`src/rtl/cdc_xfer_arbiter.sv`:
```
// cdc_xfer_arbiter: source-domain controller sharing one multi-bit crossing
// channel among NUM_REQ requesters. A round-robin winner's word is latched
// into data_out and held for the whole toggle handshake, so the destination
// can sample the bus safely once it sees req_tgl change.
module cdc_xfer_arbiter #(
   parameter int WIDTH     = 3,
   parameter int NUM_REQ   = 4,
   parameter int SETUP_CYC = 2,
   parameter int TIMEOUT   = 16
) (
   input  logic                           clk_A,
   input  logic                           rst_n,
   input  logic [NUM_REQ-1:0]             req,
   input  logic [NUM_REQ*(WIDTH+1)-1:0]   data_in,
   input  logic                           ack_tgl,
   output logic [WIDTH:0]                 data_out,
   output logic                           req_tgl,
   output logic [NUM_REQ-1:0]             gnt,
   output logic [NUM_REQ-1:0]             done,
   output logic                           busy,
   output logic                           timeout_err
);

   localparam int IDX_W  = $clog2(NUM_REQ);
   localparam int CNT_W  = (SETUP_CYC > 1) ? $clog2(SETUP_CYC) : 1;
   localparam int TCNT_W = $clog2(TIMEOUT + 1);

   localparam logic [1:0] ST_IDLE  = 2'd0;
   localparam logic [1:0] ST_SETUP = 2'd1;
   localparam logic [1:0] ST_WAIT  = 2'd2;
   localparam logic [1:0] ST_DONE  = 2'd3;

   logic [1:0]         state_r;
   logic [IDX_W-1:0]   ptr_r;
   logic [IDX_W-1:0]   gidx_r;
   logic [CNT_W-1:0]   cnt_r;
   logic [TCNT_W-1:0]  tcnt_r;
   logic               ack_s1;
   logic               ack_s2;

   logic               win_found_s;
   logic [IDX_W-1:0]   win_idx_s;
   logic [IDX_W-1:0]   cand_idx_s;
   logic [WIDTH:0]     win_word_s;
   logic [NUM_REQ-1:0] win_onehot_s;
   logic [IDX_W-1:0]   ptr_next_s;

   // Round-robin scan: first requesting index at or above the pointer, wrapping.
   always_comb begin
      win_found_s = 1'b0;
      win_idx_s   = {IDX_W{1'b0}};
      cand_idx_s  = {IDX_W{1'b0}};
      for (int k = 0; k < NUM_REQ; k++) begin
         cand_idx_s = IDX_W'((int'(ptr_r) + k) % NUM_REQ);
         if (!win_found_s && req[cand_idx_s]) begin
            win_found_s = 1'b1;
            win_idx_s   = cand_idx_s;
         end else begin
            win_found_s = win_found_s;
         end
      end
   end

   // Word mux and one-hot decode of the winning index.
   always_comb begin
      win_word_s   = {(WIDTH+1){1'b0}};
      win_onehot_s = {{(NUM_REQ-1){1'b0}}, 1'b1} << win_idx_s;
      for (int k = 0; k < NUM_REQ; k++) begin
         if (win_idx_s == IDX_W'(k)) begin
            win_word_s = data_in[k*(WIDTH+1) +: WIDTH+1];
         end else begin
            win_word_s = win_word_s;
         end
      end
   end

   // Pointer moves to the requester just after the one being served.
   always_comb begin
      if (gidx_r == IDX_W'(NUM_REQ - 1)) begin
         ptr_next_s = {IDX_W{1'b0}};
      end else begin
         ptr_next_s = gidx_r + 1'b1;
      end
   end

   // Two-flop synchronizer for the destination's acknowledge toggle.
   always_ff @(posedge clk_A) begin
      if (!rst_n) begin
         ack_s1 <= 1'b0;
         ack_s2 <= 1'b0;
      end else begin
         ack_s1 <= ack_tgl;
         ack_s2 <= ack_s1;
      end
   end

   // Handshake sequencer: grant/load, setup delay, wait for ack, completion pulse.
   always_ff @(posedge clk_A) begin
      if (!rst_n) begin
         state_r     <= ST_IDLE;
         data_out    <= {(WIDTH+1){1'b0}};
         req_tgl     <= 1'b0;
         gnt         <= {NUM_REQ{1'b0}};
         done        <= {NUM_REQ{1'b0}};
         busy        <= 1'b0;
         timeout_err <= 1'b0;
         ptr_r       <= {IDX_W{1'b0}};
         gidx_r      <= {IDX_W{1'b0}};
         cnt_r       <= {CNT_W{1'b0}};
         tcnt_r      <= {TCNT_W{1'b0}};
      end else begin
         done <= {NUM_REQ{1'b0}};
         case (state_r)
            ST_IDLE: begin
               if (win_found_s) begin
                  data_out <= win_word_s;
                  gnt      <= win_onehot_s;
                  gidx_r   <= win_idx_s;
                  cnt_r    <= {CNT_W{1'b0}};
                  busy     <= 1'b1;
                  state_r  <= ST_SETUP;
               end else begin
                  busy <= 1'b0;
               end
            end
            ST_SETUP: begin
               if (cnt_r == CNT_W'(SETUP_CYC - 1)) begin
                  req_tgl <= ~req_tgl;
                  tcnt_r  <= {TCNT_W{1'b0}};
                  state_r <= ST_WAIT;
               end else begin
                  cnt_r <= cnt_r + 1'b1;
               end
            end
            ST_WAIT: begin
               if (ack_s2 == req_tgl) begin
                  done    <= gnt;
                  state_r <= ST_DONE;
               end else begin
                  // Keep waiting after a timeout; a late ack still completes.
                  if (tcnt_r != TCNT_W'(TIMEOUT)) begin
                     tcnt_r <= tcnt_r + 1'b1;
                  end else begin
                     tcnt_r <= tcnt_r;
                  end
                  if (tcnt_r >= TCNT_W'(TIMEOUT - 1)) begin
                     timeout_err <= 1'b1;
                  end else begin
                     timeout_err <= timeout_err;
                  end
               end
            end
            ST_DONE: begin
               ptr_r   <= ptr_next_s;
               gnt     <= {NUM_REQ{1'b0}};
               busy    <= 1'b0;
               state_r <= ST_IDLE;
            end
            default: begin
               gnt     <= {NUM_REQ{1'b0}};
               busy    <= 1'b0;
               state_r <= ST_IDLE;
            end
         endcase
      end
   end

endmodule

```
`config.mk`:
```
export PLATFORM = sky130hd
export DESIGN_NAME = cdc_xfer_arbiter
export DESIGN_NICKNAME = d
export VERILOG_FILES = /design/src/rtl/cdc_xfer_arbiter.sv
export SDC_FILE = /design/constraint.sdc
export NUM_CORES = 1
export LEC_CHECK = 0
export BUFFER_PORTS_ARGS = -buffer_cell sky130_fd_sc_hd__buf_2
export CORE_MARGIN = 2
export CORE_UTILIZATION = 40
export DETAILED_ROUTE_END_ITERATION = 8
export GPL_TIMING_DRIVEN = 0
export MAX_ROUTING_LAYER = met4
export PLACE_DENSITY = 0.72
export SLEW_MARGIN = 10
export SYNTH_ARGS = -nofsm -noshare
export SYNTH_HDL_FRONTEND = slang
export SYNTH_SLANG_ARGS = --single-unit
export TNS_END_PERCENT = 30
```
`constraint.sdc`:
```
create_clock -name clk_A -period 2.23 [get_ports clk_A]
set_clock_uncertainty 0.2 [all_clocks]
set_input_delay 0.223 -clock clk_A [delete_from_list [all_inputs] [get_ports clk_A]]
set_output_delay 0.223 -clock clk_A [all_outputs]
set_load 0.02 [all_outputs]
```
==> results list <==
- Nets@finish: 255
* Detailed-route vias per instance: 5.08
* Top cells by area, synth: sky130_fd_sc_hd__dfxtp_1 (40%), sky130_fd_sc_hd__mux2i_1 (9.6%), sky130_fd_sc_hd__ha_1 (7.7%), sky130_fd_sc_hd__nor2_1 (5.7%), sky130_fd_sc_hd__a21oi_1 (4.1%)
- The via count of the first global-routing pass is 1337.
- Height of the die: 64.4 um
- Class of the worst hold path: input port to flip-flop
- The most common cell in the synthesized netlist is sky130_fd_sc_hd__dfxtp_1.
- Startpoint of the worst setup timing path: ptr_r[1]
* Die ar.: 0.00414 mm^2
- Slew Limit Headroom: 0.553
- Worst slew pin tran: 0.664 ns
- Worst reg2reg path startpoint: ptr_r[1]
- Initial antenna violation count: 0
- Wire length of the first global-routing pass: 5500 um
- Detailed placer's ending HPWL: 2270 um
- After clock tree synthesis, the clock-pin slew on the worst setup and hold paths is 0.10 ns.
- The cell area that synthesis handed to floorplanning was 0.00146 mm^2.
- Hold slack final: -0.0114 ns
* Antenna violation net count after detailed routing: 0
- The final reports fail on negative hold slack.
- For this run, the total global-route usage over all layers was measured as 0.176.
- Starting utilization of the core area: 0.427
- PnR worst setup slack: 0.0833 ns
* Fraction of registers with async set/reset: 0
- After the first detailed-routing iteration, the DRC count stood at 40.
- Worst ir drop on vdd: 503 uV
- Synth area leader: sky130_fd_sc_hd__dfxtp_1
- Setup violations remaining at the end of the flow were counted as 0.
- Critical path endpoint category: flip-flop
* Number of input and output port buffers inserted: 36
* F_max: 0.466 GHz
* Unrepaired setup endpoints after global routing: true
- Aggregate global routing overflow: 0
* Later-pin clock latency in the skew report: 0.33 ns
* Crit Path Max Fanout: 8
- The floorplan step defined a core boundary enclosing 0.00342 mm^2.
- The worst register-to-register path has a setup slack of 0.08 ns.
* Run status: complete, but fails checks
- After synthesis the netlist holds a flip-flop and latch count of 29.
- Summed over all cells, the static leakage comes to 0.831 nW.
- Number of filler cells placed in the layout: 321
- Average instance area after synthesis: 8.83 um^2
- The cell sitting at the root of the clock tree is a sky130_fd_sc_hd__clkbuf_4.
- The routed layout has 1372 vias.
- The critical path is of the flip-flop to flip-flop type.
- The clock passes through at most 2 buffers.
* Number of top-level pins: 38
* Max Slew Vio Count: 0
- Weighted congestion at the end of routability-driven global placement: 0.766
* Tmin final: 2.15 ns
* Share of the yosys chip area belonging to registers: 0.398
* Clock tree from TritonCTS: built
* CTS H-tree depth: 2
- The completed layout was analyzed and its total power is 0.00191 W.
- After detailed routing, the average wire length per cell comes to 12.5 um.
- The number of nets in the synthesized netlist is 197.
- The pre-antenna-repair detailed-routing pass consisted of 4 iterations.
- Post-route DRC: 0
* Power per standard cell area: 981 mW/mm^2
- The share of synthesized area in the top cell type comes to 0.398.
- Following the worst setup path forward leads to its endpoint at data_out[1].
* Count of cells along the worst hold path: 3
- Maximum Capacitance Violations: 0
* Reg2Reg Depth: 8
- Data on the critical path is required at its endpoint by 2.25 ns.
* Std-Cell Rows: 21
* Type of element launching the critical path: flip-flop
- Synthesis instantiated 37 different standard cells from the library.
* Count of final hold-check violations: 1
* Arrival time at the worst endpoint: 2.17 ns
- The area growth from synthesis to layout is 33.8%.
- Routed WL: 3360 um
- Commonest cells in the netlist: sky130_fd_sc_hd__dfxtp_1 (29), sky130_fd_sc_hd__nor2_1 (22), sky130_fd_sc_hd__mux2i_1 (14)
- Among all flip-flop cells after synthesis, the most frequent one is sky130_fd_sc_hd__dfxtp_1.
* CTS buffer count: 5
- Endpoint of the most critical register-to-register path: data_out[1]
* Pin count of the biggest net entering global routing: 11
* Total of warnings raised by yosys: 0
* Clock tree sinks: 29
- 0 antenna diodes ended up in the layout.
- Horiz. Die Dim: 64.4 um
- Post-synthesis cell count: 165
- In this run, synthesis inferred 0 flip-flops with an integrated enable.
- In the final layout, the share of cells above drive strength 1 is 0.263.
- Placement Setup Slack: 0.218 ns
* Share of the clock period used by the worst path: 0.963
cell type report:
type                    instances  area, um^2  area share
plain buffers                   7        43.8      0.0225
inverters                      12        45.0      0.0231
multi-input cells             117         800       0.410
clock inverters                 3        65.1      0.0334
repair buffers                 51         320       0.164
clock buffers                   5        37.5      0.0192
well taps                      46        57.6      0.0295
flip-flops and latches         29         582       0.298
logic make-up (layout without fill, tap and decap cells):
| logic type | Yosys count | in the layout | synth area share |
|---|---|---|---|
| AND/OR/NAND/NOR | 60 | 60 | 0.204 |
| AO/OA/AOI/OAI | 32 | 32 | 0.154 |
| flip-flops | 29 | 29 | 0.398 |
| buffers and inverters | 19 | 78 | 0.0584 |
| multiplexers | 14 | 14 | 0.0961 |
| adder cells (fa/ha/maj) | 9 | 9 | 0.0773 |
| XOR/XNOR | 2 | 2 | 0.0120 |
power by group:
group / switching, W / internal [W]
registers: 0.0000623 / 0.000601
logic: 0.000419 / 0.000293
clock network: 0.000192 / 0.000347
flip-flops by register name, indices dropped and copies added (netlist names), 2 cells and up:
| signal | count |
|---|---|
| state_r | 2 |
| gidx_r | 2 |
| tcnt_r | 5 |
| data_out | 4 |
| done | 4 |
| ptr_r | 2 |
| gnt | 4 |
worst max-delay path, stage by stage, from the launching register on:
cell,delay [ns]
sky130_fd_sc_hd__dfxtp_2,0.33
sky130_fd_sc_hd__buf_6,0.12
sky130_fd_sc_hd__a21oi_1,0.12
sky130_fd_sc_hd__o21a_1,0.14
sky130_fd_sc_hd__o22a_1,0.14
sky130_fd_sc_hd__buf_6,0.13
sky130_fd_sc_hd__mux2i_1,0.18
sky130_fd_sc_hd__dlygate4sd3_1,0.56
sky130_fd_sc_hd__o221ai_1,0.10
cell usage in the layout (no fill, tap or decap), drive strengths merged, types with 3 or more instances in the layout:
cell type    synthesis  final
a21oi               12     12
o21ai                3      3
ha                   9      9
dlygate4sd3          0     11
nor2                22     22
buf                  4     44
o221ai               5      5
inv                 12     12
mux2i               14     14
clkbuf               3      8
nor3                 4      4
nand3                7      7
nand2               10     10
nand2b               5      5
dfxtp               29     29
stage by stage:
stage / util / cells / setup TNS (ns) / instance area, um^2
finish: 0.571 / 270 / 0 / 1950
global route: 0.571 / 270 / -0.0217 / 1950
CTS: 0.562 / 267 / 0 / 1920
detailed placement: 0.496 / 247 / 0 / 1700
floorplan: - / 165 / 0 / 1460
global placement: 0.496 / 247 / 0 / 1700
routing by layer:
layer	GRT usage	up-vias	share of wire
met1	0.185	644	0.42
met2	0.318	28	0.53
met4	0.0399	0	0.012
li1	-	696	-
met5	-	-	0
met3	0.0581	4	0.037
repair_timing:
item / 4_1_cts / 5_1_grt
setup endpoints to repair: 0 / 7
endpoints found under the hold margin: 5 / 0
hold buffers: 12 / 0
buffers inserted: 0 / 4
gates resized for setup: 0 / 4
worst min-delay path by stage:
| stage | start | endpoint |
|---|---|---|
| final | data_in[14] | data_out[2] |
| after CTS | data_in[12] | data_out[0] |
| after floorplan | ack_tgl | ack_s1 |
| after global routing | data_in[4] | data_out[0] |
| after global placement | ack_s1 | ack_s2 |
| after detailed placement | ack_s1 | ack_s2 |
No activity file was read; power rests on OpenSTA's default activity.
